## src/rtl/display_pkg.sv

```systemverilog
// Shared definitions for the serial display receiver: register map, frame layout, FSM encoding.
package display_pkg;

  localparam int unsigned DEF_FRAME_BITS  = 16;
  localparam int unsigned DEF_SYNC_STAGES = 2;
  localparam int unsigned ADDR_W          = 4;
  localparam int unsigned DATA_W          = 8;
  localparam int unsigned NUM_DIGITS      = 8;

  localparam logic [ADDR_W-1:0] ADDR_NOOP       = 4'h0;
  localparam logic [ADDR_W-1:0] ADDR_DIGIT0     = 4'h1;
  localparam logic [ADDR_W-1:0] ADDR_DIGIT1     = 4'h2;
  localparam logic [ADDR_W-1:0] ADDR_DIGIT2     = 4'h3;
  localparam logic [ADDR_W-1:0] ADDR_DIGIT3     = 4'h4;
  localparam logic [ADDR_W-1:0] ADDR_DIGIT4     = 4'h5;
  localparam logic [ADDR_W-1:0] ADDR_DIGIT5     = 4'h6;
  localparam logic [ADDR_W-1:0] ADDR_DIGIT6     = 4'h7;
  localparam logic [ADDR_W-1:0] ADDR_DIGIT7     = 4'h8;
  localparam logic [ADDR_W-1:0] ADDR_DECODE     = 4'h9;
  localparam logic [ADDR_W-1:0] ADDR_INTENSITY  = 4'hA;
  localparam logic [ADDR_W-1:0] ADDR_SCAN_LIMIT = 4'hB;
  localparam logic [ADDR_W-1:0] ADDR_SHUTDOWN   = 4'hC;
  localparam logic [ADDR_W-1:0] ADDR_TEST       = 4'hF;

  typedef enum logic [1:0] {
    ST_IDLE  = 2'd0,
    ST_SHIFT = 2'd1,
    ST_LATCH = 2'd2
  } rx_state_e;

  // Low 12 bits of a received frame; the top nibble is don't-care.
  typedef struct packed {
    logic [ADDR_W-1:0] addr;
    logic [DATA_W-1:0] data;
  } frame_t;

  function automatic logic is_digit_addr(logic [ADDR_W-1:0] addr);
    return (addr >= ADDR_DIGIT0) && (addr <= ADDR_DIGIT7);
  endfunction

endpackage

```

## src/rtl/serial_input_sync.sv

```systemverilog
// Multi-flop synchroniser for one asynchronous input, with a delay flop for rise/fall detection.
module serial_input_sync #(
  parameter int unsigned STAGES  = 2,
  parameter logic        RST_VAL = 1'b0
) (
  input  logic clk_i,
  input  logic rst_ni,
  input  logic async_i,
  output logic sync_o,
  output logic rise_o,
  output logic fall_o
);

  logic [STAGES-1:0] sync_q;
  logic              dly_q;

  always_ff @(posedge clk_i or negedge rst_ni) begin
    if (!rst_ni) begin
      sync_q <= {STAGES{RST_VAL}};
      dly_q  <= RST_VAL;
    end else begin
      sync_q <= {sync_q[STAGES-2:0], async_i};
      dly_q  <= sync_q[STAGES-1];
    end
  end

  assign sync_o = sync_q[STAGES-1];
  assign rise_o = sync_q[STAGES-1] & ~dly_q;
  assign fall_o = ~sync_q[STAGES-1] & dly_q;

endmodule

```

## src/rtl/serial_display_receiver.sv

```systemverilog
// Receive side of the 3-wire display link: shifts in 16-bit frames and decodes them
// into a digit/control register file.
module serial_display_receiver
  import display_pkg::*;
#(
  parameter int unsigned FRAME_BITS  = DEF_FRAME_BITS,
  parameter int unsigned SYNC_STAGES = DEF_SYNC_STAGES
) (
  input  logic       i_clk,
  input  logic       i_reset_n,
  input  logic       i_en,
  input  logic       i_serial_din,
  input  logic       i_serial_load,
  input  logic       i_serial_clk,
  input  logic [2:0] i_rd_digit,
  output logic [7:0] o_rd_data,
  output logic [7:0] o_decode_mode,
  output logic [3:0] o_intensity,
  output logic [2:0] o_scan_limit,
  output logic       o_shutdown_n,
  output logic       o_display_test,
  output logic       o_frame_valid,
  output logic [3:0] o_frame_addr,
  output logic [7:0] o_frame_data,
  output logic       o_frame_error
);

  localparam int unsigned CNT_W = $clog2(FRAME_BITS + 2);

  logic din_sync, din_rise, din_fall;
  logic load_sync, load_rise, load_fall;
  logic sck_sync, sck_rise, sck_fall;

  serial_input_sync #(.STAGES(SYNC_STAGES), .RST_VAL(1'b0)) u_sync_din (
    .clk_i(i_clk), .rst_ni(i_reset_n), .async_i(i_serial_din),
    .sync_o(din_sync), .rise_o(din_rise), .fall_o(din_fall)
  );

  serial_input_sync #(.STAGES(SYNC_STAGES), .RST_VAL(1'b1)) u_sync_load (
    .clk_i(i_clk), .rst_ni(i_reset_n), .async_i(i_serial_load),
    .sync_o(load_sync), .rise_o(load_rise), .fall_o(load_fall)
  );

  serial_input_sync #(.STAGES(SYNC_STAGES), .RST_VAL(1'b0)) u_sync_sck (
    .clk_i(i_clk), .rst_ni(i_reset_n), .async_i(i_serial_clk),
    .sync_o(sck_sync), .rise_o(sck_rise), .fall_o(sck_fall)
  );

  rx_state_e              state_q, state_d;
  logic [FRAME_BITS-1:0]  shreg_q;
  logic [CNT_W-1:0]       count_q;
  logic                   clear_c, shift_c, latch_ok_c, latch_err_c;
  frame_t                 rx_frame;

  logic [DATA_W-1:0]      digits_q [NUM_DIGITS];
  logic [7:0]             decode_q;
  logic [3:0]             intensity_q;
  logic [2:0]             scan_limit_q;
  logic                   shutdown_n_q;
  logic                   display_test_q;
  logic                   frame_valid_q;
  logic                   frame_error_q;
  logic [ADDR_W-1:0]      frame_addr_q;
  logic [DATA_W-1:0]      frame_data_q;

  assign rx_frame = shreg_q[ADDR_W+DATA_W-1:0];

  // Next-state and datapath controls; a disabled receiver parks in IDLE.
  always_comb begin
    state_d     = state_q;
    clear_c     = 1'b0;
    shift_c     = 1'b0;
    latch_ok_c  = 1'b0;
    latch_err_c = 1'b0;
    if (!i_en) begin
      state_d = ST_IDLE;
    end else begin
      case (state_q)
        ST_IDLE: begin
          if (load_fall) begin
            state_d = ST_SHIFT;
            clear_c = 1'b1;
          end
        end
        ST_SHIFT: begin
          shift_c = sck_rise;
          if (load_rise) state_d = ST_LATCH;
        end
        ST_LATCH: begin
          state_d = ST_IDLE;
          if (count_q == CNT_W'(FRAME_BITS)) latch_ok_c  = 1'b1;
          else                               latch_err_c = 1'b1;
        end
        default: state_d = ST_IDLE;
      endcase
    end
  end

  always_ff @(posedge i_clk or negedge i_reset_n) begin
    if (!i_reset_n) state_q <= ST_IDLE;
    else            state_q <= state_d;
  end

  // Shift register and saturating bit counter.
  always_ff @(posedge i_clk or negedge i_reset_n) begin
    if (!i_reset_n) begin
      shreg_q <= '0;
      count_q <= '0;
    end else if (clear_c) begin
      shreg_q <= '0;
      count_q <= '0;
    end else if (shift_c) begin
      shreg_q <= {shreg_q[FRAME_BITS-2:0], din_sync};
      if (count_q != CNT_W'(FRAME_BITS + 1)) count_q <= count_q + CNT_W'(1);
    end
  end

  always_ff @(posedge i_clk or negedge i_reset_n) begin
    if (!i_reset_n) begin
      for (int i = 0; i < int'(NUM_DIGITS); i++) digits_q[i] <= '0;
      decode_q       <= '0;
      intensity_q    <= '0;
      scan_limit_q   <= '0;
      shutdown_n_q   <= 1'b0;
      display_test_q <= 1'b0;
      frame_valid_q  <= 1'b0;
      frame_error_q  <= 1'b0;
      frame_addr_q   <= '0;
      frame_data_q   <= '0;
    end else begin
      frame_valid_q <= latch_ok_c;
      frame_error_q <= latch_err_c;
      if (latch_ok_c) begin
        frame_addr_q <= rx_frame.addr;
        frame_data_q <= rx_frame.data;
        if (is_digit_addr(rx_frame.addr)) begin
          digits_q[3'(rx_frame.addr - ADDR_DIGIT0)] <= rx_frame.data;
        end
        case (rx_frame.addr)
          ADDR_DECODE:     decode_q       <= rx_frame.data;
          ADDR_INTENSITY:  intensity_q    <= rx_frame.data[3:0];
          ADDR_SCAN_LIMIT: scan_limit_q   <= rx_frame.data[2:0];
          ADDR_SHUTDOWN:   shutdown_n_q   <= rx_frame.data[0];
          ADDR_TEST:       display_test_q <= rx_frame.data[0];
          default: ;
        endcase
      end
    end
  end

  // Top nibble of the frame and the non-data sync outputs carry no information here.
  logic unused_bits;
  assign unused_bits = ^{shreg_q[FRAME_BITS-1:ADDR_W+DATA_W], din_rise, din_fall,
                         load_sync, sck_sync, sck_fall};

  assign o_rd_data      = digits_q[i_rd_digit];
  assign o_decode_mode  = decode_q;
  assign o_intensity    = intensity_q;
  assign o_scan_limit   = scan_limit_q;
  assign o_shutdown_n   = shutdown_n_q;
  assign o_display_test = display_test_q;
  assign o_frame_valid  = frame_valid_q;
  assign o_frame_error  = frame_error_q;
  assign o_frame_addr   = frame_addr_q;
  assign o_frame_data   = frame_data_q;

endmodule

```

## config.mk

```make
export PLATFORM = sky130hd
export DESIGN_NAME = serial_display_receiver
export DESIGN_NICKNAME = d
export VERILOG_FILES = /design/src/rtl/display_pkg.sv /design/src/rtl/serial_input_sync.sv /design/src/rtl/serial_display_receiver.sv
export SDC_FILE = /design/constraint.sdc
export NUM_CORES = 1
export LEC_CHECK = 0
export CORE_MARGIN = 2
export CORE_UTILIZATION = 50
export DETAILED_ROUTE_END_ITERATION = 8
export PLACE_DENSITY = 0.83
export SYNTH_ARGS = -nofsm -noshare
export SYNTH_HDL_FRONTEND = slang
export SYNTH_SLANG_ARGS = --single-unit
```

## constraint.sdc

```tcl
create_clock -name i_clk -period 3.2 [get_ports i_clk]
set_input_delay 0.8 -clock i_clk [delete_from_list [all_inputs] [get_ports i_clk]]
set_output_delay 0.8 -clock i_clk [all_outputs]
set_load 0.1 [all_outputs]
```

Word-level counts from Yosys, hierarchy flattened
Cells that the tools add are included.

$mul: 0. Magnitude comparators: 5. Eq/ne operators: 11. Bitwise gates (word level): 8. Divide/modulo/power cells: 0. Shift operators: 0. Add/subtract/negate cells: 2. Reductions and logical operators: 13. Mux-type cells: 26.

Operator list (number): bitwise mux 64 bit (1); binary-select mux 8 bit (select 3 bit) (1); demux 8 bit (select 3 bit) (1); 2-to-1 mux 12 bit (2); 2-to-1 mux 8 bit (3); equality test 4 bit, second input constant (5); AND reduction 2 bit (8); 2-to-1 mux 5 bit (3); 2-to-1 mux 1 bit (11); greater-or-equal comparator 4 bit, second input constant (2); inverter 3 -> 4 bit (2); 2-to-1 mux 2 bit (3); != test 3 bit, second input constant (2); adder 5 x 1 -> 5 bit, second input constant (1); equality test 5 bit, second input constant (1); != test 5 bit, second input constant (1); greater-or-equal comparator 4 x 1 -> 1 bit, second input constant (1); less-or-equal comparator 4 bit, second input constant (1); less-than comparator 4 x 1 -> 1 bit, second input constant (1); one-hot mux 2 bit (2 select lines) (1); nonzero test 2 bit (2); AND 1 bit (3); inverter 1 bit (3); subtractor 3 x 1 -> 3 bit, second input constant (1); 4 further kinds (5).

Bits of input ports: 9. Memory bits (read-only): 0. Bits in writable memories: 0. Bits in latches: 0. Memories: 0. Register bits after elaboration: 122. Logic and storage cells: 90. Output and inout port bits: 39.

Logic depth before layout (Yosys ltp)
Depth after elaboration: 7. Mapped depth: 9. Depth with buffers taken out: 7.

Modules after synthesis
Synthesis repeated with hierarchy kept, for this count alone.

Cell total of the unflattened synthesis: 366. Area total of the unflattened synthesis: 5356.4 µm².

Modules (own cells, without submodules): serial_display_receiver (cells each 351, area each 5082.4 µm², times used 1, seq. area each 2852.7 µm²); serial_input_sync at u_sync_din ... (cells each 5, area each 90.1 µm², times used 2, seq. area each 75.1 µm²); serial_input_sync at u_sync_load (cells each 5, area each 93.8 µm², times used 1, seq. area each 78.8 µm²).

Worst setup path after synthesis
No wires, ideal clock.

Path kind: input-to-output. Start: input i_rd_digit[0]. End: output o_rd_data[0]. Data required time: 2.400 ns. Cell stages on the path: 4. Path buffers: 2. Arrival: 2.522 ns. Path slack: -0.122 ns. Cell sequence: clkbuf_1 -> buf_2 -> mux4_2 -> mux2_2.

Longest elaborated chain between the ends: 4.

Ends and longest elaborated chain: from (decl) (RTL line serial_display_receiver.sv:15) `input logic [2:0] i_rd_digit,`; inverter 3 -> 4 bit (not written as such) (RTL line serial_display_receiver.sv:156) `assign o_rd_data = digits_q[i_rd_digit];`; binary-select mux 8 bit (select 3 bit) (RTL line serial_display_receiver.sv:156); 2-to-1 mux 8 bit (not written as such) (2 in a row) (RTL line serial_display_receiver.sv:156); to (decl) (RTL line serial_display_receiver.sv:16) `output logic [7:0] o_rd_data,`.

Every way passes these cells. The select of a mux whose other input is x is not followed.

Worst setup path in the final report
Start: input i_rd_digit[0]. End: output o_rd_data[5].

The elaborated chain is that of the path after synthesis.

==> results.ini <==
[critical_path]
worst-setup-path-type=in -> out
slowest_stage=mux4_2
crit_buf_inv=3
end_kind=output pin
slowest_delay_ns=0.52
worstPathMaxFanout=8
crit_top_cell=buf_12
crit_required_ns=2.40
worstPathArrival_ns=2.37
crit_family=multiplexers
critPathLaunchType=input port
crit_chain=dlygate4sd2_1 > buf_12 > mux4_2 > mux2_2 > buf_12

[pwr]
power_mw=3.64
p_leak_nw=3.28
pwr_density_cell_nw_per_um2=538
intPower_mw=2.90
power_frac_comb_pct=2.6
ir_drop_mv=0.427
seq_power_share_pct=43.1
switching_share_pct=20.4
pwr-share-clk_pct=54.3
p_sw_uw=741

[placement]
dp_hpwl_um=7540
placed_cells=564
io_buffers=47
place_congestion=0.791

[clocking]
cts_tree=done
clk-insertion-delay-late_ns=0.52
cts_buffers=17
cts_root_buf=clkbuf_8
cts.htree.levels=4
postCtsSetupBuffers=0
path_clk_slew_ns=0.06
cts_hold_buffers=0
clockBufferDepth=2
clock_sinks=122

[die]
die_area_um2=11700
io_pins=48
die_height_um=108
row_count=37
start_util_pct=51.9
core-area_um2=10400
die_x_um=108

[finish]
final_layout_size_suffix_gt1_share_pct=45.3
final_nets=465
final_cells=597
diodes=0
fillCellCount=723
final_cell_mix=dfrtp_1 (119), mux2_2 (89), nand2_1 (56), buf_4 (49)
final_common_cell=dfrtp_1
area_delta_synth_final_pct=25.0

[logic_synthesis]
yosysWarnings=0
postSynthCellCount=386
synth-simple-area-share_pct=11.1
synth_seq_cells=122
yosysUniqueCellTypes=36
synthMuxAreaShare_pct=25.8
avgSynthCellArea_um2=14.0
syn_area_um2=5400
synth_compound_area_share_pct=1.67
synth_top_family_by_area=multiplexers
synth_adder_area_share_pct=2.04
ys_seq_area_share_pct=56.6
syn_nets=403
synth_xor_area_share_pct=0.486

[detailed_routing]
wl_per_cell_um=20.3
drcViolationCount=0
wirelength_um=12100
ant_nets=0
vias_per_cell=5.70
drt_iter0_markers=262
drt-pass1-iter-count=5
vias=3400

[sta]
slew_viol_final=0
rsz0062_at_grt=no
finalCritPeriodShare_pct=99.2
tightest_slew_ns=0.887
relSlewSlack_pct=40.6
fmax_ghz=0.315
final-hold-violation-count=0
min_period_ns=3.17
skew_ns=0.00605
report.final.setup_viol=0

[run_status]
status=finished clean

[global_route]
grt_antenna_before_repair=0
grt_max_degree=78
grt_pass1_vias=3636
gr-total-overflow=0
grt_first_pass_wirelength_um=20000
grtUsageTotal_pct=23.4

[run]
maxCapViolations=0

[worst_hold_path]
hold_class=in -> async

==> power groups by stage <==
stage	Clock (mW)	Combinational (mW)	Sequential, mW
after detailed placement	0	0.0920	1.60
after CTS	2.01	0.0970	1.57
after global routing	2.08	0.106	1.57
after floorplan	0	0.0390	1.59
final	1.97	0.0941	1.57
after global placement	0	0.0885	1.59
==> worst paths after layout <==
| check | startpoint | end | slack [ns] | cells past startpoint |
|---|---|---|---|---|
| setup / recovery | i_rd_digit[0] | o_rd_data[5] | 0.03 | 5 |
| hold / removal | i_reset_n | o_decode_mode[4] | 0.28 | 1 |
| setup reg to reg | shreg_q[8] | digits_q[56] | 0.53 | 7 |
| hold reg to reg | u_sync_sck.sync_q[0] | u_sync_sck.sync_q[1] | 0.35 | 0 |
| max in group asynchronous | i_reset_n | u_sync_load.dly_q | 2.09 | 2 |
| min in group i_clk | u_sync_sck.sync_q[0] | u_sync_sck.sync_q[1] | 0.35 | 0 |
==> layout make-up <==
cell class / count / area, um2 / area share, %
Multi-Input combinational cell: 233 / 2220 / 32.8
Inverter: 7 / 26.3 / 0.389
Clock inverter: 11 / 169 / 2.50
Tap cell: 136 / 170 / 2.52
Timing Repair Buffer: 67 / 664 / 9.84
Sequential cell: 122 / 3060 / 45.3
Clock buffer: 21 / 449 / 6.65
==> state kept, by name (all words and copies together) (netlist names) <==
signal and count:
digits_q 64, shreg_q 12, o_decode_mode 8, o_frame_data 8, count_q 5, o_frame_addr 4, o_intensity 4, o_scan_limit 3
state_q 2, u_sync_din.sync_q 2, u_sync_load.sync_q 2, u_sync_sck.sync_q 2, o_display_test 1, o_frame_error 1, o_frame_valid 1, o_shutdown_n 1
u_sync_load.dly_q 1, u_sync_sck.dly_q 1
==> logic make-up after synthesis <==
| group | after synthesis |
|---|---|
| buf+inv | 31 |
| fa+ha+maj | 9 |
| compound gates | 17 |
| mux | 108 |
| flops | 122 |
| xor+xnor | 3 |
| simple gates | 96 |
==> stage by stage <==
stage	util [%]	hold slack, ns	worst slack, ns	TNS, ns	cell area [um2]
after global placement	58.7	0.338	-0.0973	-0.698	6110
after CTS	64.9	0.284	0.0407	0	6760
after global routing	64.8	0.310	0.00969	0	6750
after floorplan	-	0.331	0.149	0	5410
after detailed placement	58.7	0.346	-0.114	-0.827	6110
final	64.8	0.281	0.0261	0	6750
==> cells in the mapped netlist (all sizes together) <==
| cell type | instances | area, um2 |
|---|---|---|
| xnor2 | 3 | 26.3 |
| a2bb2oi | 1 | 8.76 |
| or2 | 1 | 6.26 |
| a31oi | 1 | 6.26 |
| nor2 | 8 | 30.0 |
| clkinv | 1 | 3.75 |
| and4b | 1 | 10.0 |
| nor4b | 4 | 95.1 |
| nand2 | 56 | 210 |
| mux2 | 90 | 1010 |
| mux4 | 16 | 360 |
| and4bb | 1 | 12.5 |
| a21oi | 12 | 60.1 |
| inv | 6 | 22.5 |
| nor4 | 4 | 85.1 |
| buf | 7 | 37.5 |
| and3b | 1 | 8.76 |
| nand4b | 1 | 23.8 |
| o21ai | 3 | 15.0 |
| nand3b | 1 | 7.51 |
| nor2b | 1 | 6.26 |
| nand2b | 3 | 18.8 |
| dfstp | 3 | 78.8 |
| nor3b | 1 | 7.51 |
| nor4bb | 2 | 20.0 |
| maj3 | 1 | 10.0 |
| ha | 8 | 100 |
| nor3 | 4 | 20.0 |
| nand3 | 6 | 30.0 |
| dfrtp | 119 | 2980 |
| nand4 | 1 | 6.26 |
| clkbuf | 17 | 63.8 |
| mux2i | 2 | 20.0 |
==> routing by layer <==
metal	part of all wire [%]	track usage (%)
met1	42	30.9
met2	51	37.2
met4	1.6	9.16
met5	0	0
met3	5.8	6.15
==> worst reg2reg max path: cells and delay by family, from the launching register on <==
kind | cells | cell delay (ns)
compound gates | 1 | 0.72
buf+inv | 2 | 0.56
fa+ha+maj | 1 | 0.39
flops | 1 | 0.34
mux | 1 | 0.29
simple gates | 2 | 0.24
==> what timing repair did <==
action | 4_1_cts | 5_1_grt
cloned | 1 | 0
gates resized for setup | 1 | 1
endpoints found under the setup margin | 8 | 3
Power figures use the tool's default switching activity.
